[src/rtl/key_debouncer.sv]
// -----------------------------------------------------------------------------
// key_debouncer
//   Multi-channel pushbutton debouncer. Each raw button is passed through a
//   two-flop synchroniser and then filtered by a per-channel saturating
//   stability counter. The counter only advances on a shared prescaler strobe,
//   so a new level is accepted after STABLE_CNT consecutive strobes that all
//   disagree with the current debounced level.
//
// Ports
//   clk          in   1       system clock
//   rst          in   1       asynchronous reset, active-low
//   raw          in   N_KEYS  asynchronous, bouncy button inputs
//   db           out  N_KEYS  debounced, clk-synchronous levels
//   chg          out  N_KEYS  1-cycle pulse on the first cycle db[i] holds a new value
//   sample_tick  out  1       1-cycle prescaler strobe, once every PRESCALE clk
// -----------------------------------------------------------------------------

// Per-channel stability filter. Runs only on sample strobes; any strobe whose
// sample matches the current level throws away accumulated progress.
module key_debouncer_lane #(
   parameter int   STABLE_CNT = 10,
   parameter logic IDLE_LEVEL = 1'b0
) (
   input  logic clk,
   input  logic rst,
   input  logic tick,
   input  logic s,
   output logic db,
   output logic chg
);

   localparam int            CW   = $clog2(STABLE_CNT + 1);
   localparam logic [CW-1:0] CMAX = CW'(STABLE_CNT - 1);

   logic [CW-1:0] cnt;

   always_ff @(posedge clk or negedge rst) begin
      if (!rst) begin
         cnt <= '0;
         db  <= IDLE_LEVEL;
         chg <= 1'b0;
      end else begin
         chg <= 1'b0;
         if (tick) begin
            if (s == db) begin
               cnt <= '0;
            end else if (cnt == CMAX) begin
               // Last required disagreeing strobe: accept the new level.
               db  <= s;
               cnt <= '0;
               chg <= 1'b1;
            end else begin
               cnt <= cnt + CW'(1);
            end
         end
      end
   end

endmodule

module key_debouncer #(
   parameter int   N_KEYS     = 8,
   parameter int   PRESCALE   = 50000,
   parameter int   STABLE_CNT = 10,
   parameter logic IDLE_LEVEL = 1'b0
) (
   input  logic              clk,
   input  logic              rst,
   input  logic [N_KEYS-1:0] raw,
   output logic [N_KEYS-1:0] db,
   output logic [N_KEYS-1:0] chg,
   output logic              sample_tick
);

   localparam int            PW   = $clog2(PRESCALE);
   localparam logic [PW-1:0] PMAX = PW'(PRESCALE - 1);

   // Synchroniser as a 2-deep shift register: [0] first stage, [1] = s.
   logic [1:0][N_KEYS-1:0] sync_pipe;
   logic [PW-1:0]          pcnt;

   always_ff @(posedge clk or negedge rst) begin
      if (!rst) begin
         sync_pipe <= {(2*N_KEYS){IDLE_LEVEL}};
      end else begin
         sync_pipe <= {sync_pipe[0], raw};
      end
   end

   // The strobe is registered off the wrap, so it lands PRESCALE cycles after
   // reset release and every PRESCALE cycles thereafter.
   always_ff @(posedge clk or negedge rst) begin
      if (!rst) begin
         pcnt        <= '0;
         sample_tick <= 1'b0;
      end else if (pcnt == PMAX) begin
         pcnt        <= '0;
         sample_tick <= 1'b1;
      end else begin
         pcnt        <= pcnt + PW'(1);
         sample_tick <= 1'b0;
      end
   end

   for (genvar i = 0; i < N_KEYS; i++) begin : g_lane
      key_debouncer_lane #(
         .STABLE_CNT (STABLE_CNT),
         .IDLE_LEVEL (IDLE_LEVEL)
      ) u_lane (
         .clk  (clk),
         .rst  (rst),
         .tick (sample_tick),
         .s    (sync_pipe[1][i]),
         .db   (db[i]),
         .chg  (chg[i])
      );
   end

endmodule
[config.mk]
export PLATFORM = sky130hd
export DESIGN_NAME = key_debouncer
export DESIGN_NICKNAME = d
export VERILOG_FILES = /design/src/rtl/key_debouncer.sv
export SDC_FILE = /design/constraint.sdc
export NUM_CORES = 1
export LEC_CHECK = 0
export BUFFER_PORTS_ARGS = -buffer_cell sky130_fd_sc_hd__buf_2
export CORE_ASPECT_RATIO = 0.9
export CORE_MARGIN = 8
export CORE_UTILIZATION = 54
export CTS_CLUSTER_SIZE = 24
export DETAILED_ROUTE_END_ITERATION = 7
export PLACE_DENSITY = 0.75
export REMOVE_ABC_BUFFERS = 1
export SYNTH_ARGS = -nofsm -noshare
export SYNTH_HDL_FRONTEND = slang
export SYNTH_SLANG_ARGS = --single-unit
[constraint.sdc]
create_clock -name clk -period 1.45 [get_ports clk]
set_input_delay 0.29 -clock clk [delete_from_list [all_inputs] [get_ports clk]]
set_output_delay 0.29 -clock clk [all_outputs]
set_load 0.005 [all_outputs]
Yosys cells after proc, flatten, opt, wreduce, memory -nomap -nowiden
Index checks and enable logic that the tools add are counted.
Word-level totals
  register bits: 81
  word-level logic and storage cells: 112
  input port bits: 10
Operators by class
  multiplexer cells: 42
  equality and inequality tests: 17
  reductions and logical operators: 8
  $add $sub $neg: 9
  bitwise gates (word level): 8
Operators with widths (count)
  $mux 4: 16
  $add 4x1->4 const B: 8
  $eq 4x4->1 const B: 8
  $mux 1: 25
  $reduce_and 3->1: 8
  $add 16x1->16 const B: 1
  $eq 16x16->1 const B: 1
  $mux 16: 1
  $eq 1x1->1: 8
  $not 1->1: 8

Longest topological paths before layout
  word-level depth: 4
  mapped depth: 6
  gate-level depth less buffers: 6

Hierarchy
Synthesis repeated with hierarchy kept, for this count alone.
Second synthesis, totals
  cell total of the unflattened synthesis: 324
  area total of the unflattened synthesis: 3839.9 sq um
By module, submodules not included
  key_debouncer_lane: times used 8, cells an instance 30, area each 331.6 sq um
  key_debouncer: times used 1, cells an instance 84, area each 1187.4 sq um

Least setup slack after synthesis
Ideal clock, no wire load.
  path kind: register to register
  from: register pcnt[6]
  to: register pcnt[13]
  buffers on the path: 0
  cell stages (with the launch flop): 5
  slack: -0.074 ns
  arrival time: 1.401 ns
  cell sequence: dfrtp_1 -> and3_4 -> nand4_4 -> or4_4 -> xnor2_2
Between the ends
  word-level cells in the longest chain between the ends: 2
  elaborated cells on any way between the ends: 3
RTL lines
  start, declared: line 80  | logic [PW-1:0] pcnt;
  start signal, assigned: line 100  | pcnt <= pcnt + PW'(1);
  $add 16x1->16 / $eq 16x16->1 (equally long branches): line 100, 96
  $mux 16 (*): line 96  | end else if (pcnt == PMAX) begin
Every way passes the cells marked *; elsewhere a longest branch is shown, timed or not.
A chain may end at the register's enable or synchronous reset.

Final worst setup path
  from: register pcnt[9]
  to: register pcnt[13]
The elaborated chain is that of the path after synthesis.

==> summary.md <==
| Metric | Value |
|---|---|
| Reg area | a little over 2000 sq um |
| IO Pins | 27 |
| Main combinational cell family by area after synthesis | simple AND/OR/NAND/NOR gates |
| Initial Util | 0.553 |
| Clock transition at path regs | roughly 0.08 ns |
| Internal | approximately 3300 uW |
| Cell Area, Synth | between 3000 and 4000 sq um |
| Switching power | 843 uW |
| Inst Count DP | between 400 and 500 |
| Clk root buf | clkbuf_8 |
| Core ar. | between 6000 and 7000 sq um |
| Switch share | 0.205 |
| Die height | between 90 and 100 um |
| Drt pass-1 iters | 4 |
| Clock buffers created by TritonCTS | 9 |
| GRT Residual Overflow | 0 |
| Clock tree from TritonCTS | built |
| Ant. Diodes | 0 |
| Setup ws final | -0.0283 ns |
| Skew final | between 0.006 and 0.007 ns |
| Simple-gate share of the synthesized area | 0.166 |
| R2R depth | 4 |
| Final Routed Wirelength | 5950 um |
| Yosys warnings | 0 |
| Power Density | 961 nW/um^2 |
| Final Slew Violations | 0 |
| Worst-margin pin slew | 0.320 ns |
| Period utilisation layout | 1.02 |
| Port bufs | 26 |
| Clock power frac | 0.421 |
| Hold Vio Cnt, Final | 0 |
| Filler cell count | 504 |
| Global-route usage over all layers | 0.134 |
| Sequential area share after synthesis | 0.560 |
| Cell leakage power | about 0.0021 uW |
| Sequential power share | 0.558 |
| CP endpoint kind | register |
| Maximum vdd drop | about 0.54 mV |
| Status | complete, but fails checks |
| Final HPWL DP | about 4100 um |
| Compound-Gate Fraction of Synth Area | 0.0632 |
| MaxCap Viol Count | 0 |
| Startpoint Class | register |
| Clock sinks | about 80 |
| Pin count of the biggest net entering global routing | 36 |
| DR iter-0 viols | 70 |
| H-tree levels | 3 |
| Unique cell type count in the Yosys netlist | 34 |
| Via count | roughly 2300 |
| Worst-path fanout max | 5 |
| HP Class | in2reg |
| Failing checks | setup timing |
| Adder-cell share of the synthesized area | 0.0587 |
| Die area | roughly 9600 sq um |
| Share of layout cells above drive strength 1 | 0.284 |
| CP Class | reg2reg |
| Total Nets Final | roughly 380 |
| Final min period | 1.48 ns |
| Antenna violations before repair | 0 |
| Critical Path AT | 1.72 ns |
| Layout area overhead | 17.9% |
| Slew headroom | 0.786 |
| RSZ-0062 raised after global routing | true |
| Routability Congestion | between 0.7 and 0.8 |
| Avg Cell Area, Syn | roughly 12 sq um |
| Vias in the first global route | 2228 |
| Die X | ~100 um |
| Post-Synth XOR/XNOR Area | 0.0480 |
| Combinational power share | 0.020 |
| Placed cell area | around 4000 sq um |
| Worst hold margin | between 0.04 and 0.05 ns |
| Row Count | 28 |
| Hold Path Depth | 1 |
| Max Fclk | between 600 and 700 MHz |
| Wire per inst | 13.3 um |
| Area of the multi-input gates | around 1500 sq um |
| Antenna viol nets, final | 0 |
| DRC violations left | 0 |
| Skew-Pair Late Insertion Delay | between 0.3 and 0.4 ns |
| Clock Path Buffers | 2 |
| Post-Syn Instances | ~310 |
| Worst EP required | 1.69 ns |
| Synthesized flop and latch total | between 80 and 90 |
| Global-route wire length before repair | between 9000 and 10000 um |
| Mux cell area share after synthesis | 0.0525 |
| Vias/cell | 5.21 |
| Final setup viols | 1 |
| Post-route cell area | roughly 4300 sq um |
| Cell Count, Final, Fillers Out | ~450 |
==> flip-flops by register name, indices dropped and copies added (netlist names) <==
signal,flops
g_lane.u_lane.chg,8
pcnt,16
sample_tick,1
g_lane.u_lane.cnt,32
sync_pipe,16
g_lane.u_lane.db,8
==> critical path, stage by stage (launching register included) <==
cell and delay [ns]:
dfrtp_1 0.37, and3_4 0.20, nand4_4 0.10, or4_4 0.55, xnor2_2 0.14
==> power groups by stage <==
stage	Sequential (uW)	Combinational [uW]	Clock [uW]
2_1_floorplan	2330	11.1	0
3_3_place_gp	2330	81.2	0
3_5_place_dp	2340	83.5	0
4_1_cts	2290	85.4	1780
5_1_grt	2290	97.2	1880
6_report	2290	83.3	1730
==> metrics by stage <==
| stage | setup WS [ns] | total power [uW] | utilization | TNS [ns] |
|---|---|---|---|---|
| after global placement | -0.0236 | 2420 | 0.598 | -0.0551 |
| after global routing | -0.0558 | 4270 | 0.652 | -0.214 |
| after floorplan | -0.357 | 2340 | - | -12.08 |
| after CTS | -0.0448 | 4160 | 0.637 | -0.0448 |
| final | -0.0283 | 4100 | 0.652 | -0.0283 |
| after detailed placement | -0.0558 | 2420 | 0.598 | -0.136 |
==> layer usage <==
layer / vias up / share of wire / global-route usage
li1: 1155 / - / -
met5: - / 0 / 0
met2: 34 / 0.48 / 0.214
met4: 0 / 0.019 / 0.0659
met1: 1126 / 0.46 / 0.157
met3: 9 / 0.046 / 0.0452
==> synth_stat cells (all sizes together) <==
master | number | area [sq um]
xor2 | 13 | 114
ha | 17 | 213
o22a | 1 | 8.76
buf | 18 | 128
nor3 | 9 | 45.0
o22ai | 8 | 50.1
nand3b | 8 | 60.1
nand2 | 22 | 82.6
a21o | 15 | 113
nor4 | 3 | 33.8
mux2i | 10 | 100
nor3b | 7 | 52.6
a21oi | 1 | 5.00
o31ai | 1 | 7.51
and3 | 2 | 17.5
or4 | 2 | 18.8
inv | 11 | 41.3
o21ai | 9 | 45.0
nor2 | 19 | 71.3
dfrtp | 81 | 2030
nand4 | 12 | 90.1
nor2b | 1 | 6.26
nand3 | 22 | 110
xnor2 | 6 | 60.1
or3 | 2 | 12.5
clkbuf | 5 | 20.0
mux2 | 8 | 90.1
==> logic make-up after synthesis <==
logic type / Yosys count
AND/OR/NAND/NOR: 109
flip-flops: 81
AO/OA/AOI/OAI: 35
buffers and inverters: 34
XOR/XNOR: 19
multiplexers: 18
adder cells (fa/ha/maj): 17
==> layout by cell type, fill, tap and decap left out, drive strengths merged, types with 2 or more instances in the layout <==
cell | netlist | routed
clkbuf | 5 | 9
bufinv | 0 | 2
o21ai | 9 | 9
nand3b | 8 | 8
clkinv | 0 | 5
or3 | 2 | 2
or4 | 2 | 2
a21o | 15 | 15
nor3 | 9 | 9
xor2 | 13 | 13
ha | 17 | 17
nor2 | 19 | 19
nor4 | 3 | 3
nand4 | 12 | 12
xnor2 | 6 | 6
and3 | 2 | 2
inv | 11 | 11
nand3 | 22 | 22
nand2 | 22 | 22
o22ai | 8 | 8
buf | 18 | 49
mux2i | 10 | 10
dfrtp | 81 | 81
mux2 | 8 | 8
nor3b | 7 | 7
==> area by class of cell <==
cell class	count	share of cell area
Timing Repair Buffer	50	0.0864
Clock buffer	9	0.0290
Inverter	11	0.00967
Multi-Input combinational cell	198	0.354
Clock inverter	7	0.0199
Tap cell	90	0.0264
Sequential cell	81	0.475
==> repair_timing <==
item | in CTS | in global routing
hold endpoints to repair | 20 | 0
setup endpoints to repair | 10 | 24
buffers inserted | 1 | 2
pin swaps | 4 | 4
gates resized for setup | 7 | 22
hold buffers | 1 | 0
==> worst paths after layout <==
check | end | from | slack (ns)
max | pcnt[13]$_DFF_PN0_ | pcnt[9]$_DFF_PN0_ | -0.03
max reg2reg | pcnt[13]$_DFF_PN0_ | pcnt[9]$_DFF_PN0_ | -0.03
min reg2reg | sync_pipe[8]$_DFF_PN0_ | sync_pipe[0]$_DFF_PN0_ | 0.34
max in group asynchronous | g_lane[2].u_lane.cnt[3]$_DFFE_PN0P_ | rst | 0.61
min in group asynchronous | g_lane[0].u_lane.db$_DFFE_PN0P_ | rst | 0.38
min | sync_pipe[2]$_DFF_PN0_ | raw[2] | 0.04
(Power assumes the default switching activity.)
